[config.mk]
export PLATFORM = sky130hd
export DESIGN_NAME = deglitch_scan_controller
export DESIGN_NICKNAME = d
export VERILOG_FILES = /design/src/rtl/deglitch_scan_controller.sv
export SDC_FILE = /design/constraint.sdc
export NUM_CORES = 1
export LEC_CHECK = 0
export CAP_MARGIN = 10
export CORE_ASPECT_RATIO = 0.7
export CORE_MARGIN = 4
export CORE_UTILIZATION = 47
export CTS_CLUSTER_SIZE = 30
export DETAILED_ROUTE_END_ITERATION = 16
export GPL_ROUTABILITY_DRIVEN = 1
export PLACE_DENSITY = 0.7
export SETUP_SLACK_MARGIN = 0.2
export SLEW_MARGIN = 40
export SYNTH_ARGS = -nofsm -noshare
export SYNTH_HDL_FRONTEND = slang
export SYNTH_SLANG_ARGS = --single-unit
[constraint.sdc]
create_clock -name clk -period 3.5 [get_ports clk]
set_input_delay 0.35 -clock clk [delete_from_list [all_inputs] [get_ports clk]]
set_output_delay 0.35 -clock clk [all_outputs]
set_load 0.02 [all_outputs]
[src/rtl/deglitch_scan_controller.sv]
// deglitch_scan_controller
// Time-multiplexed bipolar deglitch filter. A prescaler tick starts a scan that
// visits one channel per cycle through a single shared compare/count datapath.
// Output flips are recorded as per-channel pending events and drained through
// a valid/ready event port.
//
// Handshake: event_valid/event_channel/event_level are derived only from
// registers. An event is consumed at the rising edge of clk on which
// event_valid and event_ready are both high. The producer never withdraws a
// presented event. A consumer may hold event_ready high permanently.
module deglitch_scan_controller #(
    parameter int CHANNELS        = 8,
    parameter int COUNTER_WIDTH   = 8,
    parameter int PRESCALER_WIDTH = 16,
    parameter logic DEFAULT_OUTPUT = 1'b0,
    localparam int IDX_W = (CHANNELS > 1) ? $clog2(CHANNELS) : 1
) (
    input  logic                       reset,
    input  logic                       clk,
    input  logic                       enable,
    input  logic [PRESCALER_WIDTH-1:0] prescaler_period,
    input  logic [COUNTER_WIDTH-1:0]   delay,
    input  logic [CHANNELS-1:0]        in,
    output logic [CHANNELS-1:0]        out,
    output logic                       event_valid,
    output logic [IDX_W-1:0]           event_channel,
    output logic                       event_level,
    input  logic                       event_ready,
    output logic                       overrun,
    input  logic                       overrun_clear
);

    typedef enum logic {
        IDLE = 1'b0,
        SCAN = 1'b1
    } state_t;

    state_t                     state_q, state_d;
    logic [IDX_W-1:0]           index_q, index_d;
    logic [PRESCALER_WIDTH-1:0] presc_q;
    logic                       tick;
    logic                       scan_active;

    logic [CHANNELS-1:0]        out_q;
    logic [CHANNELS-1:0]        pending_q;
    logic [COUNTER_WIDTH-1:0]   cnt_q [CHANNELS];
    logic                       overrun_q;

    logic                       cur_in;
    logic                       cur_out;
    logic [COUNTER_WIDTH-1:0]   cur_cnt;
    logic                       differ;
    logic                       flip;
    logic [COUNTER_WIDTH-1:0]   cnt_inc;
    logic [IDX_W-1:0]           ev_ch;
    logic                       handshake;

    // Tick fires in the enabled cycle where the prescaler reaches its period.
    always_comb begin
        tick        = enable && (presc_q == prescaler_period);
        scan_active = (state_q == SCAN);
    end

    // Prescaler counts enabled cycles and holds its value while disabled.
    always_ff @(posedge clk or posedge reset) begin
        if (reset) begin
            presc_q <= '0;
        end else if (enable) begin
            presc_q <= tick ? '0 : presc_q + 1'b1;
        end
    end

    // Scan FSM next state: start on tick, walk every channel, abort on disable.
    always_comb begin
        state_d = state_q;
        index_d = index_q;
        case (state_q)
            IDLE: begin
                if (tick) begin
                    state_d = SCAN;
                    index_d = '0;
                end
            end
            SCAN: begin
                if (!enable || (index_q == IDX_W'(CHANNELS - 1))) begin
                    state_d = IDLE;
                    index_d = '0;
                end else begin
                    index_d = index_q + 1'b1;
                end
            end
            default: begin
                state_d = IDLE;
                index_d = '0;
            end
        endcase
    end

    // Scan FSM state and channel index registers.
    always_ff @(posedge clk or posedge reset) begin
        if (reset) begin
            state_q <= IDLE;
            index_q <= '0;
        end else begin
            state_q <= state_d;
            index_q <= index_d;
        end
    end

    // Sticky overrun: a tick during a scan is dropped; setting beats clearing.
    always_ff @(posedge clk or posedge reset) begin
        if (reset) begin
            overrun_q <= 1'b0;
        end else if (tick && scan_active) begin
            overrun_q <= 1'b1;
        end else if (overrun_clear) begin
            overrun_q <= 1'b0;
        end
    end

    // Shared evaluation datapath for the channel selected by the scan index.
    always_comb begin
        cur_in  = in[index_q];
        cur_out = out_q[index_q];
        cur_cnt = cnt_q[index_q];
        differ  = (cur_in != cur_out);
        flip    = scan_active && differ && (cur_cnt >= delay);
        cnt_inc = (cur_cnt == {COUNTER_WIDTH{1'b1}}) ? cur_cnt : cur_cnt + 1'b1;
    end

    // Lowest-index pending channel drives the event port.
    always_comb begin
        ev_ch = '0;
        for (int i = CHANNELS - 1; i >= 0; i--) begin
            if (pending_q[i]) begin
                ev_ch = IDX_W'(i);
            end
        end
        handshake = (|pending_q) && event_ready;
    end

    // Per-channel filter state; an evaluation setting pending overrides the ack.
    always_ff @(posedge clk or posedge reset) begin
        if (reset) begin
            out_q     <= {CHANNELS{DEFAULT_OUTPUT}};
            pending_q <= '0;
            for (int i = 0; i < CHANNELS; i++) begin
                cnt_q[i] <= '0;
            end
        end else begin
            if (handshake) begin
                pending_q[ev_ch] <= 1'b0;
            end
            if (scan_active) begin
                if (!differ) begin
                    cnt_q[index_q] <= '0;
                end else if (flip) begin
                    out_q[index_q]     <= cur_in;
                    cnt_q[index_q]     <= '0;
                    pending_q[index_q] <= 1'b1;
                end else begin
                    cnt_q[index_q] <= cnt_inc;
                end
            end
        end
    end

    assign out           = out_q;
    assign event_valid   = |pending_q;
    assign event_channel = ev_ch;
    assign event_level   = out_q[ev_ch];
    assign overrun       = overrun_q;

endmodule

== Word-level counts from Yosys, hierarchy flattened ==
Index checks and enable logic that the tools add are counted.

* Register bits: 101
* Logic and storage cells: 90

* Add/subtract/negate cells: 3
* $lt $le $gt $ge: 7
* Eq/ne operators: 5
* Muxes and demuxes: 41
* Bitwise gates (word level): 7
* Reductions and logical operators: 13

{| class="wikitable"
|+ Operator list
! kind !! count
|-
| 64-bit 2-to-1 mux || 2
|-
| 64-bit AND || 1
|-
| 64-bit bitwise mux || 1
|-
| 8-bit 2-to-1 mux || 8
|-
| 64-bit NOT || 1
|-
| 3-bit 2-to-1 mux || 10
|-
| 8-bit binary-select mux with 3-bit select || 1
|-
| 8-bit demux with 3-bit select || 1
|-
| 16-bit by 1-bit adder with 16-bit output, second input constant || 1
|-
| 16-bit == test || 1
|-
| 16-bit 2-to-1 mux || 1
|-
| 1-bit binary-select mux with 3-bit select || 3
|-
| 1-bit 2-to-1 mux || 9
|-
| 8-bit by 1-bit adder with 8-bit output, second input constant || 1
|-
| 8-bit AND || 1
|-
| 8-bit bitwise mux || 1
|-
| 8-bit == test, second input constant || 1
|-
| 8-bit greater-or-equal comparator || 1
|-
| 1-bit logical AND || 8
|-
| 3-bit by 4-bit < comparator with 1-bit output, second input constant || 2
|-
| 8-bit NOT || 1
|-
| 8-bit OR || 1
|-
| 8-bit OR reduction || 1
|-
| 1-bit demux with 3-bit select || 2
|-
| other kinds (15) || 16
|}

== Logic depth before layout (Yosys ltp) ==
* Depth in word-level cells: 19
* Depth in mapped cells: 13

== Worst setup path before layout ==
No wires, ideal clock.

* Path type: flip-flop to flip-flop
* From: register index_q[1]
* To: register cnt_q[12] in the netlist's numbering
* Setup time: 83 ps
* Arrival time: 3296 ps
* Path slack: 121 ps
* Stages on the path, launching flop included: 13
* Buffers on the path: 2
* Period minus slack after synthesis: 3379 ps
* Cell sequence: dfrtp_1 > buf_6 > buf_6 > mux2_2 > a221oi_1 > o22ai_1 > ha_1 > and3_1 > a2111oi_0 > a21oi_1 > nor2_2 > o311ai_2 > o21ai_0

* Word-level cells in the longest chain between the ends: 9
* Elaborated cells between the ends (all ways): 25

{| class="wikitable"
|+ Ends and longest elaborated chain
! item !! line !! source
|-
| start, declared || 39 || <nowiki>logic [IDX_W-1:0] index_q, index_d;</nowiki>
|-
| start signal, assigned || 106 || <nowiki>index_q <= index_d;</nowiki>
|-
| 3-bit NOT with 4-bit output (implied by the code) || n/a ||
|-
| 8-bit binary-select mux with 3-bit select (tied with other cells) || 125 || <nowiki>cur_cnt = cnt_q[index_q];</nowiki>
|-
| 8-bit 2-to-1 mux (implied by the code) / 1-bit logical AND (equally long branches) || n/a ||
|-
| 8-bit 2-to-1 mux (on tied branches) || n/a ||
|-
| 8-bit by 1-bit adder with 8-bit output (tied with other cells) || 128 || <nowiki>cnt_inc = (cur_cnt == {COUNTER_WIDTH{1'b1}}) ? cur_cnt : cur_cnt + 1'b1;</nowiki>
|-
| 8-bit 2-to-1 mux / 64-bit NOT (equally long branches) || n/a ||
|-
| 64-bit bitwise mux / 64-bit AND (equally long branches) || n/a ||
|-
| 64-bit 2-to-1 mux || 157 || <nowiki>end else if (flip) begin</nowiki>
|-
| 64-bit 2-to-1 mux * || 155 || <nowiki>if (!differ) begin</nowiki>
|-
| end signal, assigned by index || 162 || <nowiki>cnt_q[index_q] <= cnt_inc;</nowiki>
|-
| end, declared || 46 || <nowiki>logic [COUNTER_WIDTH-1:0] cnt_q [CHANNELS];</nowiki>
|}

Mark *: on every way between the ends. The rest lies on a longest branch, timed or not. The select of a mux whose other input is x is not followed.
A chain may end at the register's enable or synchronous reset.

== Worst setup path after layout ==
* From: register index_q[1]
* To: register out_q[4] (netlist: out[4])

* Word-level cells in the longest chain between the ends: 7
* Elaborated cells between the ends (all ways): 19

{| class="wikitable"
|+ Ends and longest elaborated chain
! item !! line !! source
|-
| 3-bit NOT with 4-bit output (implied by the code) || 125 ||
|-
| 8-bit binary-select mux with 3-bit select || 125 ||
|-
| 8-bit 2-to-1 mux (implied by the code) (2 in a row) || 125 ||
|-
| 8-bit greater-or-equal comparator || 127 || <nowiki>flip = scan_active && differ && (cur_cnt >= delay);</nowiki>
|-
| 1-bit logical AND || 127 ||
|-
| 3-bit AND reduction (no line) || n/a ||
|-
| end signal, assigned || 145 || <nowiki>out_q <= {CHANNELS{DEFAULT_OUTPUT}};</nowiki>
|-
| end signal, assigned by index || 158 || <nowiki>out_q[index_q] <= cur_in;</nowiki>
|-
| end, declared || 44 || <nowiki>logic [CHANNELS-1:0] out_q;</nowiki>
|}

Parallel ways exist; a longest one is shown, timed or not. The select of a mux whose other input is x is not followed.

==> impl_metrics.toml <==
[status]
status = "finished clean"

[logic_synthesis]
synth_largest_area_cell = "dfrtp_1"
async_flop_share_pct = 100
postSynthAreaPerCell_sq_um = 9.84
yosysSeqAreaShare_pct = 45.8
syn-num-nets = 610
synth_cells = 561
synth_top_area_share_pct = 45.8
ys_warn_count = 0
synth-xor-area-share_pct = 5.10
synth_top_family_by_area = "simple AND/OR/NAND/NOR gates"
synthSimpleGateAreaFrac_pct = 17.1
synth.area.top_cells = "dfrtp_1 (46%), nand2_1 (6.5%), o21ai_0 (6.4%), mux4_2 (3.3%), xnor2_1 (3.2%)"
ys_ff_latch = 101
yosysMostFrequentCell = "dfrtp_1"
synth_fa_ha_area_share_pct = 2.72
synth_compound_area_share_pct = 16.1
synth_mux_area_share_pct = 9.20
synth-edff-count = 0
synth_area_sq_um = 5520
synthDistinctLibCells = 69
synth_ff_type = "dfrtp_1"
ys_top_cells_by_count = "dfrtp_1 (101), nand2_1 (96), o21ai_0 (71), nor2_1 (28), inv_1 (21)"

[grt]
grtUsageMet2_pct = 32.9
grt_pass1_wl_microns = 24100
grt_start_max_net_pins = 52
busiest_layer = "met1"
grt_overflow = 0
grtUsageTotal_pct = 22.9
grt_pass1_vias = 4577
grt_use_met1_pct = 35.4
antenna_found_initial = 0
met3_usage_pct = 4.49

[route]
drt_iter0_drc = 406
routed_via_density = 5.81
wire_per_inst_microns = 19.2
vias = 4766
drtAntennaViolNets = 0
drc_errors = 0
wl_microns = 15800
drtPass1Iterations = 5

[floorplanning]
core-area_sq_um = 11300
fp.dieW_microns = 138
die-area_sq_um = 13600
start_util_pct = 49.1
io_pins = 51
rows = 32
fp.dieH_microns = 98.7

[clock_tree]
clockBufferDepth = 2
root_buffer = "clkbuf_16"
clock_sinks = 101
cts_tree = "done"
clk_latency_ns = 0.35
cts_made_buffers = 9
path_clk_slew_ns = 0.07
cts.htree.levels = 3

[run]
drv_cap = 0

[power]
total_power_mw = 2.51
peakVddDrop_v = 0.000218
p_leak_nw = 3.32
power_density_nw_per_um2 = 345

[timing]
drv_slew = 0
worstMarginPinSlew_ns = 0.689
setup_violations = 0
fin_skew_ns = 0.00841
finalCritPeriodShare_pct = 99.4
rsz0062_at_grt = "true"
timing.slew.headroom_pct = 53.6
fin_crit_ns = 3.48
tns_ns = 0
hold_viol_final = 0
setup_slack_ns = 0.0209
max_freq_ghz = 0.287

[cells_and_area]
final_nets = 712
diodes = 0
final_layout_size_suffix_gt1_share_pct = 24.6
area_growth_pct = 31.3
fillCellCount = 889

[placement]
pre_cts_slack_ns = -0.0986
hpwlAfterDp_microns = 11100
globalplace.congestion = 0.927
io_buffers = 50

[setup_path]
crit_fanout = 6
path_class = "reg -> reg"
worstSetupStartpointType = "flop"
cp-end-kind = "flop"
critPathRequiredTime_ns = 3.73
worstPathArrival_ns = 3.71

[min_path]
hold_class = "in -> async"
sequential cells by signal, summed over array words and instances (netlist names):
register,count
scan_active,1
overrun,1
out,8
cnt_q,64
presc_q,16
pending_q,8
index_q,3
placed cells by master (no fill, tap or decap), types with 6 or more instances in the layout:
cell type / instances
a21oi_1: 6
buf_4: 55
clkbuf_16: 9
clkdlybuf4s50_1: 50
dfrtp_1: 98
ha_1: 9
inv_1: 20
mux2_2: 9
mux2_4: 6
mux2i_1: 10
mux4_2: 8
nand2_1: 96
nand3_1: 13
nand4_1: 9
nor2_1: 23
nor2b_1: 6
o21ai_0: 33
o21ai_1: 41
o21ai_2: 7
xnor2_1: 20
xor2_1: 9
power breakdown:
part	total, mW	leakage, nW	switching [mW]	internal (mW)
clock	1.01	0.149	0.441	0.573
sequential	1.24	1.05	0.0463	1.19
combinational	0.251	2.12	0.124	0.127
total	2.51	3.32	0.611	1.89
logic make-up after synthesis:
group                      after synthesis
xor gates and xnor gates                30
buffers and inverters                   47
muxes                                   37
and+or+nand+nor                        199
adders and majority gates               12
AOI/OAI and AO/OA                      135
DFF                                    101
final cells by class:
type	instances	area, sq um	area share (%)
sequential	101	2530	34.9
inverter	22	85.1	1.17
clock inverter	6	61.3	0.845
tap	153	191	2.64
multi-input combinational	414	3060	42.2
timing repair buffer	115	1080	14.9
clock buffer	10	239	3.30
layer usage:
metal / up-vias / wire length (microns)
li1: 2201 / -
met2: 195 / 7020
met4: 0 / 182
met3: 22 / 1270
met5: - / 0
met1: 2348 / 7290
final timing paths:
| check | start | endpoint | slack, ns | cells after the start |
|---|---|---|---|---|
| hold / removal | reset | cnt_q[42]$_DFFE_PP0P_ | 0.45 | 2 |
| setup reg to reg | index_q[1]$_DFFE_PP0P_ | out[4]$_DFFE_PP0P_ | 0.02 | 11 |
| min in group clk | cnt_q[25]$_DFFE_PP0P_ | cnt_q[25]$_DFFE_PP0P_ | 0.49 | 2 |
| max in group asynchronous | reset | pending_q[7]$_DFF_PP0_ | 2.35 | 3 |
| setup / recovery | index_q[1]$_DFFE_PP0P_ | out[4]$_DFFE_PP0P_ | 0.02 | 11 |
| hold reg to reg | cnt_q[25]$_DFFE_PP0P_ | cnt_q[25]$_DFFE_PP0P_ | 0.49 | 2 |
critical path: stages (launching register included):
cell,delay (ns)
dfrtp_2,0.46
buf_6,0.14
bufbuf_16,0.26
a221o_1,0.31
o22a_2,0.29
ha_4,0.29
and3_4,0.20
o2111ai_4,0.14
buf_6,0.14
a2111o_2,0.57
nor3_4,0.25
mux2_4,0.31
repair_timing:
item / in CTS / in global routing
setup buffers: 8 / 11
pin swaps: 2 / 17
resized for setup: 17 / 80
hold buffers: 0 / 0
gates cloned: 1 / 1
endpoints found under the setup margin: 77 / 77
metrics by stage:
stage	cells	util (%)	hold WS, ns	cell area (sq um)
finish	821	64.5	0.449	7250
global route	821	64.5	0.514	7250
CTS	809	61.5	0.481	6920
detailed placement	784	57.4	0.468	6460
global placement	784	57.4	0.459	6460
floorplan	561	-	0.442	5530
Note: power is estimated with default switching activity, not from simulation.
==> RTL change (config.mk and constraints unchanged) <==
Put one more register stage on the output `overrun`, without a reset. The value now appears one clock later. The other outputs are not delayed to match.
--- a/src/rtl/deglitch_scan_controller.sv
+++ b/src/rtl/deglitch_scan_controller.sv
@@ -169,7 +169,9 @@
     assign event_valid   = |pending_q;
     assign event_channel = ev_ch;
     assign event_level   = out_q[ev_ch];
-    assign overrun       = overrun_q;
+    always_ff @(posedge clk) begin
+        overrun <= overrun_q;
+    end
 
 endmodule
 
Function: changed (Yosys sat finds a counterexample within 4 cycles, from zero or initial values and one cycle with reset high).
==> RTL change against the unedited design <==
Wire length down 9.3%. Area after synthesis is essentially flat. Final area fell by 6.2%. Sequential cell count up 1. Die area about the same. Via count down 6.0%. Setup slack better by 0.31 ns. Synthesized cell count decreased by 3.0%. Critical path type unchanged. Highest routed layer unchanged.
Power is not compared: it rests on default switching activity, and its combinational part moved more than twofold at a synthesized area within 25%.
==> RTL change: results (changes against the unedited design) <==
synth cell count leaders dfrtp_1, nand2_1, o21ai_1 (was dfrtp_1, nand2_1, o21ai_0); largest net degree at the start of global routing 53 (was 52); CTS Buf Count 9 (unchanged); DP HPWL 10000 microns (was 11100 microns); Clk Latency, worst-skew pair 0.35 ns (about the same); critical path's slowest cell dfrtp_2 (was a2111o_2); ys async rst share 0.990 (was 1.00); Final #Nets 671 (was 712); vias in the first global route 4229 (was 4577); Synth area leaders dfrtp_1, nand2_1, o21ai_1 (was dfrtp_1, nand2_1, o21ai_0); initial antenna violation count 0 (unchanged); total track usage 0.213 (was 0.229); Min-Delay Path Class register to register (was input port to asynchronous set/reset pin); layout cells sized above 1 0.196 (was 0.246); Clk Tree Root Cell clkbuf_16 (unchanged); Synth warnings 0 (unchanged); first-pass GRT wire length 22500 microns (was 24100 microns); CTS Buffer Depth 2 (unchanged); syn nets 593 (was 610); CP delay by family, top compound AO/OA/AOI/OAI gates (unchanged); vias 4480 (was 4766); Synth cell types 68 (was 69); sequential element share of the synthesized area 0.461 (was 0.458); Port Buffers 50 (unchanged); maximum VDD drop 0.299 mV; detailed router's first-iteration violation count 297 (was 406); Final Skew 0.00817 ns (was 0.00841 ns); htree depth 3 (unchanged); Reg clk slew, reported paths 0.07 ns (about the same); Crit Path Max Fanout 14 (was 6); status finished, final reports clean (unchanged); gpl congestion 0.908 (was 0.927); DR pass1 iterations 4 (was 5); P_leak 0.00295 uW; relative slew slack 0.527 (was 0.536); placed inst area 6300 sq um (was 6460 sq um); Reg2Reg Setup Slack 0.33 ns (was 0.02 ns); main flop type after synthesis dfrtp_1 (unchanged); max incr delay on CP 0.43 ns (was 0.57 ns); top flop regs cnt_q: 64 flops, presc_q: 16 flops (unchanged); Avg WL per Cell 18.4 microns (was 19.2 microns); Antenna diodes 0 (unchanged); worst path arrival time 3.41 ns (was 3.71 ns)
-- RTL change: layer usage --
metal	routed length, microns	track usage
met5	0	0
met4	189	0.0544
met3	1000	0.0434
met2	6320	0.305
met1	6790	0.327
-- RTL change: path summary, 6_finish.rpt --
check,startpoint,endpoint,cells after the start
max,index_q[2],out[2],11
min in group asynchronous,reset,cnt_q[17],2
max in group asynchronous,reset,index_q[1],3
min,overrun_q,overrun,0
min reg2reg,overrun_q,overrun,0
max reg2reg,index_q[2],out[2],11
-- RTL change: report_power, final --
part | internal, uW | total (uW) | switching (uW)
clock network | 516 | 941 | 425
registers | 1240 | 1320 | 75.3
logic | 398 | 916 | 519
total | 2160 | 3170 | 1020
-- RTL change: final cells by class --
class | instances | area [sq um]
inverters | 24 | 96.3
fillers | 928 | 4450
clock inverters | 3 | 20.0
flip-flops and latches | 102 | 2550
clock buffers | 12 | 256
well taps | 153 | 191
repair buffers | 89 | 831
multi-input cells | 396 | 2860
-- RTL change: timing repair --
item                                    in CTS  in global routing
buffers inserted                             0                 15
endpoints found under the setup margin      44                 74
pin swaps                                    0                  6
resized for setup                            4                 17
-- RTL change: cells by family after synthesis --
logic type	after synthesis	share of synthesized area
AO/OA/AOI/OAI	136	0.176
XOR/XNOR	31	0.0525
adder cells (fa/ha/maj)	12	0.0272
buffers and inverters	46	0.0383
flip-flops	102	0.461
multiplexers	35	0.0870
AND/OR/NAND/NOR	182	0.158
-- RTL change: per-stage QoR --
step | power [uW] | worst slack, ns | hold WS [ns] | instances
6_report | 3170 | 0.326 | 0.393 | 779
5_1_grt | 3320 | 0.198 | 0.409 | 779
4_1_cts | 3080 | 0.270 | 0.408 | 764
3_5_place_dp | 2140 | 0.164 | 0.392 | 749
3_3_place_gp | 2120 | 0.305 | 0.355 | 749
2_1_floorplan | 1900 | 0.374 | 0.347 | 544
